<file path="src/rtl/mc_ctrl.sv">
// mc_ctrl: multi-cycle controller for the MIPS-subset datapath.
//
// It steps every instruction through IF -> ID -> [EXE -> [MEM] -> WB] and
// issues one-cycle write strobes for the IR, PC, register file and data
// memory. It also counts retired instructions.
//
// Ports:
//   clk, reset      rising-edge clock; synchronous active-high reset
//   Instr[31:0]     IR contents (meaningful from ID onward)
//   RegDst[1:0]     00 rt, 01 rd, 10 $31
//   ALUSrc          1 = imm32 drives ALU B
//   MemtoReg[1:0]   00 ALU, 01 DM, 10 PC+4
//   ExtCtrl[1:0]    00 zero-ext, 01 sign-ext, 10 imm<<16
//   ALUOp[4:0]      0 add, 1 sub, 2 or
//   isBr/isJump/isJr/isMemb  NPC and DM mode selects
//   RegWrite, MemWrite, PCWrite, IRWrite  one-cycle write strobes
//   State[2:0]      IF=0, ID=1, EXE=2, MEM=3, WB=4 (debug/observe)
//   Retired         completed-instruction count, wraps silently
//
// Strobe semantics: each strobe is a single-cycle write enable. The datapath
// commits the write on the rising edge that ends the cycle in which the
// strobe is high. There is no back-pressure, so every state lasts exactly one cycle.
module mc_ctrl #(
  parameter int RETIRE_W = 32
) (
  input  logic                clk,
  input  logic                reset,
  input  logic [31:0]         Instr,
  output logic [1:0]          RegDst,
  output logic                ALUSrc,
  output logic [1:0]          MemtoReg,
  output logic [1:0]          ExtCtrl,
  output logic [4:0]          ALUOp,
  output logic                isBr,
  output logic                isJump,
  output logic                isJr,
  output logic                isMemb,
  output logic                RegWrite,
  output logic                MemWrite,
  output logic                PCWrite,
  output logic                IRWrite,
  output logic [2:0]          State,
  output logic [RETIRE_W-1:0] Retired
);

  typedef enum logic [2:0] {
    S_IF  = 3'd0,
    S_ID  = 3'd1,
    S_EXE = 3'd2,
    S_MEM = 3'd3,
    S_WB  = 3'd4
  } state_t;

  state_t              state_q, state_d;
  logic [RETIRE_W-1:0] retired_q;
  logic                retire;
  logic                rw, mw, pw, iw;

  // ---------------------------------------------------------------- decode
  logic [5:0] op, funct;
  assign op    = Instr[31:26];
  assign funct = Instr[5:0];

  logic is_addu, is_subu, is_jr, is_ori, is_lui, is_lw, is_lb;
  logic is_sw, is_sb, is_beq, is_j, is_jal;
  logic is_load, is_store, is_short;

  assign is_addu = (op == 6'b000000) && (funct == 6'b100001);
  assign is_subu = (op == 6'b000000) && (funct == 6'b100011);
  assign is_jr   = (op == 6'b000000) && (funct == 6'b001000);
  assign is_ori  = (op == 6'b001101);
  assign is_lui  = (op == 6'b001111);
  assign is_lw   = (op == 6'b100011);
  assign is_lb   = (op == 6'b100000);
  assign is_sw   = (op == 6'b101011);
  assign is_sb   = (op == 6'b101000);
  assign is_beq  = (op == 6'b000100);
  assign is_j    = (op == 6'b000010);
  assign is_jal  = (op == 6'b000011);

  assign is_load  = is_lw | is_lb;
  assign is_store = is_sw | is_sb;
  // j, jal, jr, beq and every unrecognised word (nop) finish in ID.
  assign is_short = ~(is_addu | is_subu | is_ori | is_lui | is_load | is_store);

  // Instr[25:6] only carries register/immediate fields the datapath uses.
  logic unused_fields;
  assign unused_fields = ^Instr[25:6];

  // --------------------------------------------------------- static selects
  // Decoded purely from Instr and held for the whole instruction. They are
  // zero in IF and in the illegal encodings.
  always_comb begin
    RegDst   = 2'b00;
    ALUSrc   = 1'b0;
    MemtoReg = 2'b00;
    ExtCtrl  = 2'b00;
    ALUOp    = 5'd0;
    isBr     = 1'b0;
    isJump   = 1'b0;
    isJr     = 1'b0;
    isMemb   = 1'b0;
    if (state_q inside {S_ID, S_EXE, S_MEM, S_WB}) begin
      if (is_addu || is_subu) RegDst = 2'b01;
      else if (is_jal)        RegDst = 2'b10;
      ALUSrc = is_ori | is_lui | is_load | is_store;
      if (is_load)     MemtoReg = 2'b01;
      else if (is_jal) MemtoReg = 2'b10;
      if (is_lui)                     ExtCtrl = 2'b10;
      else if (is_load || is_store)   ExtCtrl = 2'b01;
      if (is_subu)               ALUOp = 5'd1;
      else if (is_ori || is_lui) ALUOp = 5'd2;
      isBr   = is_beq;
      isJump = is_j | is_jal;
      isJr   = is_jr;
      isMemb = is_lb | is_sb;
    end
  end

  // ------------------------------------------------------------------- FSM
  always_ff @(posedge clk) begin
    if (reset) state_q <= S_IF;
    else       state_q <= state_d;
  end

  always_comb begin
    state_d = S_IF;
    rw      = 1'b0;
    mw      = 1'b0;
    pw      = 1'b0;
    iw      = 1'b0;
    retire  = 1'b0;
    case (state_q)
      S_IF: begin
        iw      = 1'b1;
        state_d = S_ID;
      end
      S_ID: begin
        if (is_short) begin
          // jal links in ID: PC+4 still reflects the old PC this cycle.
          pw      = 1'b1;
          rw      = is_jal;
          retire  = 1'b1;
          state_d = S_IF;
        end else begin
          state_d = S_EXE;
        end
      end
      S_EXE: state_d = (is_load || is_store) ? S_MEM : S_WB;
      S_MEM: begin
        if (is_store) begin
          mw      = 1'b1;
          pw      = 1'b1;
          retire  = 1'b1;
          state_d = S_IF;
        end else begin
          state_d = S_WB;
        end
      end
      S_WB: begin
        rw      = 1'b1;
        pw      = 1'b1;
        retire  = 1'b1;
        state_d = S_IF;
      end
      default: state_d = S_IF;  // encodings 5..7 recover with no strobes
    endcase
  end

  // Reset masks the strobes combinationally so an aborted instruction
  // cannot commit anything in the reset cycle itself.
  assign RegWrite = rw & ~reset;
  assign MemWrite = mw & ~reset;
  assign PCWrite  = pw & ~reset;
  assign IRWrite  = iw & ~reset;
  assign State    = state_q;

  // ------------------------------------------------------- retire counter
  always_ff @(posedge clk) begin
    if (reset)       retired_q <= '0;
    else if (retire) retired_q <= retired_q + RETIRE_W'(1);
  end

  assign Retired = retired_q;

endmodule

</file>
<file path="config.mk">
export PLATFORM = sky130hd
export DESIGN_NAME = mc_ctrl
export DESIGN_NICKNAME = d
export VERILOG_FILES = /design/src/rtl/mc_ctrl.sv
export SDC_FILE = /design/constraint.sdc
export NUM_CORES = 1
export LEC_CHECK = 0
export CORE_MARGIN = 1.5
export CORE_UTILIZATION = 45
export CTS_CLUSTER_DIAMETER = 150
export DETAILED_ROUTE_END_ITERATION = 7
export DONT_BUFFER_PORTS = 1
export MAX_ROUTING_LAYER = met4
export SLEW_MARGIN = 20
export SYNTH_ARGS = -nofsm -noshare
export SYNTH_HDL_FRONTEND = slang
export SYNTH_SLANG_ARGS = --single-unit
</file>
<file path="constraint.sdc">
create_clock -name clk -period 3.65 [get_ports clk]
set_input_delay 0.73 -clock clk [delete_from_list [all_inputs] [get_ports clk]]
set_output_delay 0.73 -clock clk [all_outputs]
set_load 0.01 [all_outputs]
</file>
Word level (Yosys, flattened, before mapping) --
Cells that the tools add are included.
Storage, ports and cells: memory bits (writable) 0, memories 0, memory bits (read-only) 0, output and inout port bits 55, bits in registers 35, bits in latches 0, logic and storage cells 72
Cells by class: shift-type cells 0, multiply operators 0, eq/ne operators 16, reductions and logical operators 9, add/sub/neg operators 1, bitwise logic cells 17, $lt $le $gt $ge 0, muxes and demuxes 27, divide/modulo/power cells 0
Operators by type and width (number):
- 6-bit equality test (second input constant) | 6
- 32-bit by 1-bit adder with 32-bit output (second input constant) | 1
- 2-bit 2-to-1 mux | 11
- 6-bit by 4-bit equality test with 1-bit output (second input constant) | 3
- 6-bit by 2-bit equality test with 1-bit output (second input constant) | 2
- 1-bit OR | 12
- 3-bit case mux with 4 select lines | 1
- 1-bit 2-to-1 mux | 11
- 3-bit by 2-bit equality test with 1-bit output (second input constant) | 2
- 6-bit by 3-bit equality test with 1-bit output (second input constant) | 1
- 6-bit logical NOT | 1
- 3-bit 2-to-1 mux | 2
- 1-bit AND | 4
- 4-bit nonzero test | 1
- 3-bit by 1-bit equality test with 1-bit output (second input constant) | 1
- 3-bit equality test (second input constant) | 1
- 1-bit logical AND | 3
- 3-bit logical NOT | 1
- 1-bit logical OR | 3
- 1-bit case mux with 3 select lines | 1
- 1-bit case mux with 2 select lines | 1
- 1-bit NOT | 1

Depth between registers and ports, before layout --
Gate-level depths: netlist of run 1.
word-level depth 10, gate-level depth with buffers 7, mapped depth without buffers 5

Least setup slack after synthesis of run 1 --
No wires, ideal clock.
kind input port to output port, start input Instr[31], end output RegWrite, path buffers 1, data required time 2.920 ns, stages 6, arrival 2.038 ns, setup slack 0.882 ns, cells stage by stage nor3b_2 > a22oi_2 > nand3_2 > buf_2 > or3_1 > a21oi_1
Between the ends: word-level cells in the longest chain between the ends 10, elaborated cells between the ends (all ways) 20
Ends and longest elaborated chain:
- start: declaration | line 28 | input logic [31:0] Instr,
- 6-bit logical NOT | line 68, 69
- 1-bit logical AND, on equally long branches | line 68, 69
- 1-bit OR (5 in a row) | line 84 | assign is_short = ~(is_addu | is_subu | is_ori | is_lui | is_load | is_store);
- 1-bit 2-to-1 mux (*) | line 139 | if (is_short) begin
- 1-bit case mux with 2 select lines (*) | line 133 | case (state_q)
- 1-bit AND (*) | line 172 | assign RegWrite = rw & ~reset;
- end: declaration | line 38 | output logic RegWrite,
Every way passes the cells marked *; elsewhere a longest branch is shown, timed or not.

Final worst setup path of run 1 --
start register state_q[0] (netlist: State[0]), end output RegWrite
Between the ends: word-level cells in the longest chain between the ends 3, elaborated cells between the ends (all ways) 4
Ends and longest elaborated chain:
- start: declaration | line 54 | state_t state_q, state_d;
- start signal: assignment | line 123 | else state_q <= state_d;
- 3-bit equality test / 3-bit by 1-bit equality test with 1-bit output (equally long branches) | line 133
- 1-bit case mux with 2 select lines (*) | line 133
- 1-bit AND (*) | line 172
Marks and branches as above.

==> results of run 1 <==
[worst max-delay path: stages (launching register included)]
cell	delay [ns]
dfxtp_1	0.53
nor3b_1	0.44
nand3_2	0.24
or3_1	0.39
a21oi_1	0.26
[kinds of logic after synthesis]
kind of cell               after synthesis  share of synthesized area (%)
AOI/OAI and AO/OA                       44                           15.9
xor gates and xnor gates                 3                           1.13
adders and majority gates                1                          0.539
buffers and inverters                   27                           5.55
DFF                                     35                           30.2
muxes                                   29                           14.1
other                                    1                          0.161
and+or+nand+nor                        137                           32.5
[metrics by stage]
| stage | total power, uW | setup WS, ns | area [um^2] | hold WS, ns | utilization [%] |
|---|---|---|---|---|---|
| floorplan | 452 | 0.882 | 2330 | 0.537 | - |
| global placement | 447 | 0.837 | 2330 | 0.565 | 48.0 |
| detailed placement | 447 | 0.827 | 2330 | 0.571 | 48.0 |
| CTS | 705 | 0.772 | 2400 | 0.516 | 49.5 |
| global route | 725 | 0.685 | 2400 | 0.510 | 49.5 |
| finish | 692 | 0.784 | 2400 | 0.524 | 49.5 |
[metal layers]
metal	share of wire (%)	wire length, um	vias up	track usage [%]
li1	-	-	962	-
met1	48	2300	884	22.6
met2	45	2170	53	28.5
met3	6.3	303	2	4.69
met4	0.46	22	0	4.85
met5	0	0	-	-
[where the power goes]
group | internal (uW) | leakage, uW | switching [uW]
combinational | 17.0 | 0.000529 | 29.4
clock | 127 | 0.0000371 | 126
sequential | 385 | 0.000282 | 7.43
[synth_stat cells, types with 3 or more instances]
cell type / n / area, um^2
nor3_1: 9 / 45.0
buf_4: 4 / 30.0
nor2b_1: 22 / 138
and3_1: 8 / 50.1
nand2_1: 13 / 48.8
nor2_1: 45 / 169
and4_1: 3 / 26.3
nor4_1: 4 / 25.0
a21oi_1: 16 / 80.1
a211oi_1: 8 / 60.1
mux2_1: 3 / 33.8
clkbuf_1: 8 / 30.0
a21boi_0: 4 / 30.0
nand3_1: 11 / 55.1
inv_1: 9 / 33.8
mux2_2: 26 / 293
nand4_1: 3 / 18.8
buf_2: 4 / 20.0
a2111oi_2: 5 / 75.1
dfxtp_1: 35 / 701
[layout make-up]
type	instances	area, um^2
fill	472	2450
multi-input combinational	217	1500
sequential	35	701
tap	67	83.8
clock buffer	6	72.6
inverter	9	33.8
timing repair buffer	1	7.51
[worst paths after layout]
path,start,endpoint,slack [ns],cells after the start
setup / recovery,State[0],RegWrite,0.78,4
setup reg to reg,State[0],Retired[30],1.20,5
hold reg to reg,Retired[1],Retired[1],0.57,2
hold / removal,reset,Retired[6],0.52,1
[registers in the layout, summed over array words and instances, names as in the netlist]
register and cells:
Retired 32, State 3
==> flow_results.org, run 1 <==
** Drt
- DR WL/cell :: roughly 14 um
- Iter 0 DRT Violations :: 72
- DRC Markers :: 0
- In this run the remaining antenna-violating nets after routing total 0.
- The first detailed-routing pass took 4 iterations.
- Total wirelength of the detailed-routed design :: 4800 um
- Number of vias in the routed layout :: approximately 1900
- Via density per instance :: between 5 and 6

** Pwr
- Leakage power of the design :: roughly 0.00085 uW
- PwrDens :: 288 nW/um^2
- Max rail drop VDD :: 0.253 mV

** Worst setup path
- The worst setup path is of the flop to output port kind.
- Crit Path Max Fanout :: 10
- Critical Path Start Type :: flop
- Data required time of the worst path :: between 2 and 3 ns
- Type of destination of the critical path :: output port
- Data arrives at the worst endpoint at between 2 and 2.5 ns.

** Timing
- Derived from the worst setup path, the maximum achievable clock frequency is 0.349 GHz.
- Shortest period the worst path allows :: 2.87 ns
- Setup repair after global routing left no endpoint under its margin.
- Accumulated negative setup slack :: 0 ns
- The max-slew violation total from the final report came to 0.
- Tightest Pin Transition :: about 0.71 ns
- Final-report hold violation count :: 0
- Setup violations remaining at the end of the flow were counted as 0.
- Final Skew :: 0.00817 ns
- After layout, the worst path uses between 70% and 80% of the clock period.
- Measured against its own limit, the worst slew margin works out to between 50% and 60%.

** Floorplanning
- In this run the horizontal extent of the chip is approximately 75 um.
- Pin placement for this block handled 89 I/O pins.
- In this run the core area contains 25 standard-cell rows.
- Starting utilization of the core area :: between 40% and 50%
- Die span in y :: between 70 and 80 um
- Area inside the core boundary :: between 4000 and 5000 um^2
- Die area :: 5600 um^2

** Layout
- # diodes :: 0
- Most frequent standard cell in the layout excluding fill and tap cells :: nor2_1
- The area growth from synthesis to layout is 3.45%.
- Layout cell share with drive strength beyond 1 :: a little under a fifth
- The final layout contains 304 nets.
- Non-filler cells, final :: 335
- Commonest non-fill, non-tap cells in the layout :: nor2_1, dfxtp_1, mux2_2

** Logic synthesis
- After synthesis, flip-flops and latches occupy between 30 and 40% of the total area.
- Avg Inst Size Synth :: approximately 8.4 um^2
- The synthesized netlist occupies a cell area of between 2000 and 2500 um^2.
- In the synthesized netlist, the number of instances is around 280.
- Register bit total from synthesis :: 35
- Number of enable flip-flop cells after synthesis :: 0
- Main flop type after synthesis :: dfxtp_1
- Number of warnings printed during yosys synthesis :: 0
- For this run, asynchronously set or reset flops after synthesis account for 0%.
- In this run, distinct cell masters in the synthesized netlist total 50.

** Clock network
- Clock tree root buffer cell :: clkbuf_8
- Buffers inserted to repair hold after CTS numbered 0.
- TritonCTS built the clock tree.
- Clk sinks :: 35
- Clock network latency to the later pin of the worst-skew pair :: 0.28 ns
- After clock tree synthesis, the clock-pin slew on the worst setup and hold paths is approximately 0.070 ns.
- Number of buffers created by CTS :: 5
- CTS-repair resized insts :: 0
- Counting along the longest clock path gives a buffer depth of 2.
- Post-CTS Repair Setup Buffers :: 0
- The H-tree generated during clock tree synthesis spans 2 levels.

** Global route
- Maximum number of pins on one net before global-route repair :: 69
- Total global routing track utilization :: around 18%
- Antenna violations before repair :: 0
- Global-route wire length before repair :: 7690 um
- Via count of the first global-routing pass :: roughly 1700
- Grt total ovfl :: 0

** Run status
- The flow ran to the end, and the final reports show no timing, DRC or antenna violations.

** Placed design
- Routability-driven placement finished with a final weighted congestion of just over 0.7.
- The count of buffers added on input and output ports is 0.
- Dpl hpwl :: ~3400 um
- Number of placed cells counting well taps :: around 330

** Worst hold path
- The worst hold path belongs to the class primary input to flop.

** Job
- Max-cap check violation count :: 0
No activity file was read; power rests on OpenSTA's default activity.
==> run 2: changes to the inputs <==
clock period = 2.7 ns   (was 3.65 ns; I/O delays follow)
==> flow_results.org, run 2 (synthesized netlist as in run 1, its figures left out) <==
** Layout
- The multi-input combinational cell area came to 1510 um^2 (+0.58%).
- Max reg flops :: 32 (unchanged)
- Leaving out fill and tap cells, the most frequent cell in the layout is nor2_1.
- Relative to the synthesized area, the layout overhead comes to 7.92%.
- The number of antenna repair diodes is 0 (unchanged).
- Commonest non-fill, non-tap cells in the layout :: nor2_1, dfxtp_1, mux2_2
- Footprint of the flip-flops and latches :: 701 um^2 (unchanged)
- The filler cell count in the final layout came to 463 (-1.9%).
- Final #Nets :: 313 (+3.0%)
- Layout cell share with drive strength beyond 1 :: 21.9% (+3.6 points)

** Run status
- The flow ran to the end, and the final reports show no timing, DRC or antenna violations.

** Global route
- Maximum number of pins on one net before global-route repair :: 69 (unchanged)
- The via count of the first global-routing pass is 1694 (-2.1%).
- The global-route congestion overflow total is 0 (unchanged).
- Total global routing track utilization :: 18.1% (+0.14 points)
- Antenna violations before repair :: 0 (unchanged)
- The global-route wire length before repair is 7670 um (-0.27%).

** Timing
- The worst path setup slack after routing was 0.152 ns (-0.632 ns).
- After layout, the worst path uses between 90% and 100% of the clock period.
- The headroom to the max-slew limit came to 62.5% (+10 points).
- RSZ-0062 raised after global routing :: false
- The worst slack on hold paths came to 0.319 ns (-0.204 ns).
- The total setup violations reported at the end of the flow came to 0 (unchanged).
- Final Max Slew Viols :: 0 (unchanged)
- Static timing analysis puts the maximum clock frequency at between 0.3 and 0.4 GHz.
- The worst setup skew after layout is 0.00748 ns (-0.000692 ns).
- Final-report hold violation count :: 0 (unchanged)
- Subtracting the final worst setup slack from the clock period gives between 2 and 3 ns.
- The sum of negative setup slack is 0 ns (unchanged).
- Tightest Pin Transition :: 0.561 ns (-0.151 ns)

** Drt
- Remaining antenna violation count after routing :: 0 (unchanged)
- The total wirelength of the detailed-routed design is 4880 um (+1.8%).
- The DRC violation count after routing came to 0 (unchanged).
- The DRC marker count from the first detailed-route iteration came to 68 (-5.6%).
- The number of iterations in the first detailed-routing pass came to 4 (unchanged).
- Number of vias in the routed layout :: 1945 (+2.3%)
- DR WL/cell :: 14.1 um (-1.5%)
- Via density per instance :: 5.62 (-0.94%)

** Worst setup path
- The critical path arrival came to 2.01 ns (-0.13 ns).
- Data required time of the worst path :: 2.16 ns (-0.76 ns)
- Critical Path Start Type :: flop
- Launch point of the worst reg-to-reg path :: Retired[10]
- End of the worst register-to-register path :: Retired[30]
- The slack of the worst reg-to-reg path came to 0.49 ns (-0.71 ns).
- Worst Setup Path Type :: flop to output port
- Type of destination of the critical path :: output port
- The cell count of the worst reg-to-reg path was 5 (unchanged).
- The maximum fanout encountered on the critical timing path was 19 (+9).

** Floorplanning
- The height of the die was 74.8 um (unchanged).
- Horizontal extent of the die :: 74.8 um (unchanged)
- The area of the core region was 4850 um^2 (unchanged).
- The row count was 25 (unchanged).
- Starting utilization of the core area :: 47.9% (unchanged)
- Io pins :: 89 (unchanged)
- The floorplan die area was 5600 um^2 (unchanged).

** Worst hold path
- Worst hold path type :: primary input to flop
- The worst hold path cell count was 1 (unchanged).
- The worst hold path terminates at Retired[1].
- The startpoint identified for the worst hold timing path is reset.

** Clock network
- The clock latency reported for the late side of the worst-skew pair was 0.29 ns (about the same).
- Post-CTS Repair Setup Buffers :: 0 (unchanged)
- The clock transition at the registers of the reported paths came to 0.07 ns (about the same).
- In this run the clock root is driven by a clkbuf_8.
- The number of buffers created by CTS came to 5 (unchanged).
- Number of buffers between clock root and the deepest sink :: 2 (unchanged)
- Clk sinks :: 35 (unchanged)
- TritonCTS built the clock tree.
- Number of levels in the clock H-tree :: 2 (unchanged)

** Pwr
- The maximum ir drop on the vdd rail came to 0.335 mV (+32%).
- The leakage power total is 0.000917 uW (+8.1%).
- The power density over cell area came to 406 nW/um^2 (+41%).

** Job
- Max-cap check violation count :: 0 (unchanged)

** Placed design
- RePlAce Congestion :: 0.752 (+6.8%)
- The pre-CTS setup slack came to 0.363 ns (-0.464 ns).
- Dpl hpwl :: 3470 um (+2.7%)
- The number of buffers added on ports came to 0 (unchanged).
## run 2: changes by cell type in the layout (fill, tap and decap cells not counted), sizes merged
cell / change
buf: +9
clkbuf: +2
## run 2: final cells by class
cell class	count	share of cell area, %
clock buffers	8	3.99
repair buffers	10	3.00
multi-input cells	217	60.4
well taps	67	3.34
inverters	9	1.35
flip-flops and latches	35	28.0
## run 2: report_power, final
part | internal [uW] | leakage [uW] | switching [uW]
logic | 26.0 | 0.000583 | 40.5
registers | 520 | 0.000282 | 9.76
clock network | 233 | 0.0000515 | 188
total | 779 | 0.000917 | 238
## run 2: layer usage
layer  routed length, um  track usage, %  share of wire (%)  vias up
li1                    -               -                  -      989
met1                2290            22.5                 47      888
met2                2190            28.3                 45       61
met3                 337            4.69                6.9        7
met4                  73            6.67                1.5        0
met5                   0               -                  0        -
## run 2: per-stage QoR
stage	power, uW	instances	util, %	instance area (um^2)
after global routing	1060	346	51.7	2510
after floorplan	611	279	-	2330
after global placement	606	338	49.4	2390
after detailed placement	607	338	49.4	2390
final	1020	346	51.7	2510
after CTS	1030	346	51.4	2490
## run 2: critical path: stages, from the launching register on
cell,delay [ns]
dfxtp_1,0.52
and4b_1,0.24
and3_1,0.25
nor2_4,0.46
a21oi_1,0.25
## run 2: worst max-delay path by stage
stage / start / endpoint / slack [ns] / cells after the start
finish: State[2] / PCWrite / 0.15 / 4
global route: State[2] / PCWrite / 0.02 / 4
CTS: State[0] / RegWrite / 0.11 / 4
detailed placement: Instr[30] / Retired[30] / 0.36 / 5
global placement: Instr[31] / RegWrite / 0.36 / 5
floorplan: Instr[31] / RegWrite / 0.31 / 6
## run 2: timing repair
| action | in CTS | in global routing |
|---|---|---|
| resized for setup | 0 | 2 |
| setup endpoints to repair | 0 | 3 |
| hold buffers | 0 | 0 |
==> run 3: changes to the inputs <==
CORE_UTILIZATION = 60   (was 45)
PLACE_DENSITY = 0.76   (was not set)
==> flow_results.org, run 3 (synthesized netlist as in run 1, its figures left out) <==
** Pwr
- Max rail drop VDD :: 0.307 mV (-8.3%)
- PwrDens :: 394 nW/um^2 (-3.0%)
- Leakage power of the design :: 0.000897 uW (-2.2%)

** Worst setup path
- Critical Path Start Type :: flop
- Worst Setup Path Type :: flop to output port
- The worst register-to-register path ends at Retired[30].
- STA classifies the critical path endpoint as an output port.
- Worst reg-to-reg setup slack :: 0.49 ns (about the same)
- The critical path arrival was 1.95 ns (-0.06 ns).
- The maximum fanout encountered on the critical timing path was 19 (unchanged).
- The required arrival time at the worst endpoint is 2.16 ns (about the same).
- The startpoint identified for the worst register-to-register timing path is Retired[6].
- The cell count of the worst reg-to-reg path was 5 (unchanged).

** Job
- The reported max-cap violation count came to 0 (unchanged).

** Layout
- Leaving out fill and tap cells, the most frequent cell in the layout is nor2_1.
- In the layout the commonest cells are nor2_1, dfxtp_1, mux2_2.
- Compared with the post-synthesis result, the final layout area differs by 5.71%.
- Max reg flops :: 32 (unchanged)
- Layout cell share with drive strength beyond 1 :: 21.3% (-0.56 points)
- Final core utilization :: 66.6% (+15 points)
- The number of nets at the end of the flow is 311 (-0.64%).
- The number of antenna repair diodes was 0 (unchanged).

** Timing
- The slew at the pin with the worst max-slew slack was 0.543 ns (-0.0184 ns).
- Accumulated negative setup slack :: 0 ns (unchanged)
- Setup repair after global routing left no endpoint under its margin.
- Final setup slack of the worst path :: 0.207 ns (+0.0550 ns)
- The share of the clock period used by the worst path is 92.3% (-2.0 points).
- Number of setup violations in the final report :: 0 (unchanged)
- Final Max Slew Viols :: 0 (unchanged)
- Final-report hold violation count :: 0 (unchanged)
- Final Skew :: 0.00613 ns (-0.00134 ns)
- Shortest period the worst path allows :: 2.49 ns (-0.0550 ns)
- Slew margin rel. :: 63.7% (+1.2 points)
- Achievable frequency :: 0.401 GHz (+2.2%)

** Placed design
- The global placer's final weighted congestion was 0.756 (+0.56%).
- Dpl hpwl :: 3200 um (-7.9%)
- The number of buffers added on ports came to 0 (unchanged).
- The pre-CTS setup slack was 0.257 ns (-0.105 ns).

** Clock network
- Clock tree from TritonCTS :: yes
- Post-CTS Repair Setup Buffers :: 0 (unchanged)
- Clock network latency to the later pin of the worst-skew pair :: 0.30 ns (about the same)
- CTS-repair resized insts :: 0 (unchanged)
- The number of buffers inserted by hold repair at cts came to 0 (unchanged).
- In this run the clock root is driven by a clkbuf_8.
- The number of buffers created by CTS is 5 (unchanged).
- Number of buffers between clock root and the deepest sink :: 2 (unchanged)
- Clk sinks :: 35 (unchanged)
- The H-tree depth reported by CTS came to 2 (unchanged).
- The clock transition at the registers of the reported paths was 0.07 ns (about the same).

** Drt
- Number of iterations in the first detailed-routing pass :: 4 (unchanged)
- Iter 0 DRT Violations :: 97 (+43%)
- The mean routed wirelength per cell came to 14.2 um (+0.73%).
- The DRC violation count after routing came to 0 (unchanged).
- Remaining antenna violation count after routing :: 0 (unchanged)
- Via density per instance :: 5.94 (+5.7%)
- The via count of the routed design was 1932 (-0.67%).
- The total wirelength of the detailed-routed design was 4620 um (-5.4%).

** Floorplanning
- The horizontal die dimension was 65.2 um (-13%).
- The number of top-level pins came to 89 (unchanged).
- The initial core utilization is 63.0% (+15 points).
- Area inside the core boundary :: 3690 um^2 (-24%)
- Die span in y :: 65.2 um (-13%)
- The floorplan die area came to 4250 um^2 (-24%).
- The row count was 22 (-12%).

** Run status
- Run status :: complete, no violations

** Worst hold path
- The worst hold path begins at reset.
- Min-Delay Endpoint :: Retired[1]
- The path class of the tightest hold or removal check is primary input to flop.
- Number of stages on the worst hold path :: 1 (unchanged)

** Global route
- The global-route congestion overflow total is 0 (unchanged).
- The global-route wire length before repair came to 7490 um (-2.3%).
- Antenna violations before repair :: 0 (unchanged)
- The via count of the first global-routing pass is 1663 (-1.8%).
- Maximum number of pins on one net before global-route repair :: 69 (unchanged)
- Total global routing track utilization :: 23.1% (+5.0 points)
[run 3: changes by cell type in the layout (fill, tap and decap cells not counted), sizes merged]
| cell | before | now |
|---|---|---|
| clkinv | 0 | 1 |
| clkbuf | 8 | 7 |
| buf | 10 | 8 |
[run 3: area by class of cell]
type,count,area (um^2)
clock buffers,7,76.3
clock inverters,1,5.00
fillers,328,1230
inverters,9,33.8
multi-input cells,217,1520
flip-flops and latches,35,701
well taps,48,60.1
repair buffers,8,60.1
[run 3: how the worst max path moves through the flow]
stage / from / end / slack, ns / depth (start not counted)
after floorplan: Instr[31] / RegWrite / 0.31 / 6
after global placement: Instr[30] / Retired[30] / 0.35 / 5
after detailed placement: Instr[30] / Retired[30] / 0.26 / 5
after CTS: State[0] / RegWrite / 0.11 / 4
after global routing: State[0] / PCWrite / 0.06 / 4
final: State[2] / PCWrite / 0.21 / 4
[run 3: where the power goes]
group	leakage, uW	internal, uW	switching [uW]	total, uW
clock	0.0000422	181	190	371
combinational	0.000572	25.7	39.7	65.4
sequential	0.000282	520	9.85	530
total	0.000897	727	239	966
[run 3: stage by stage]
| step | hold slack, ns | cells | total power [uW] | cell area, um^2 |
|---|---|---|---|---|
| floorplan | 0.537 | 279 | 611 | 2330 |
| global route | 0.311 | 325 | 1010 | 2450 |
| CTS | 0.303 | 325 | 975 | 2440 |
| global placement | 0.564 | 317 | 604 | 2350 |
| detailed placement | 0.578 | 317 | 605 | 2350 |
| finish | 0.337 | 325 | 966 | 2450 |
[run 3: worst max-delay path: stages, from the launching register on]
cell     delay [ns]
dfxtp_1        0.51
and4b_1        0.23
and3_1         0.25
nor2_4         0.45
a21oi_1        0.22
[run 3: metal layers]
layer / vias up / part of all wire [%] / track usage (%) / routed length [um]
li1: 985 / - / - / -
met1: 891 / 46 / 28.2 / 2110
met2: 50 / 46 / 35.6 / 2140
met3: 6 / 6.6 / 8.39 / 303
met4: 0 / 1.5 / 7.81 / 68
met5: - / 0 / - / 0
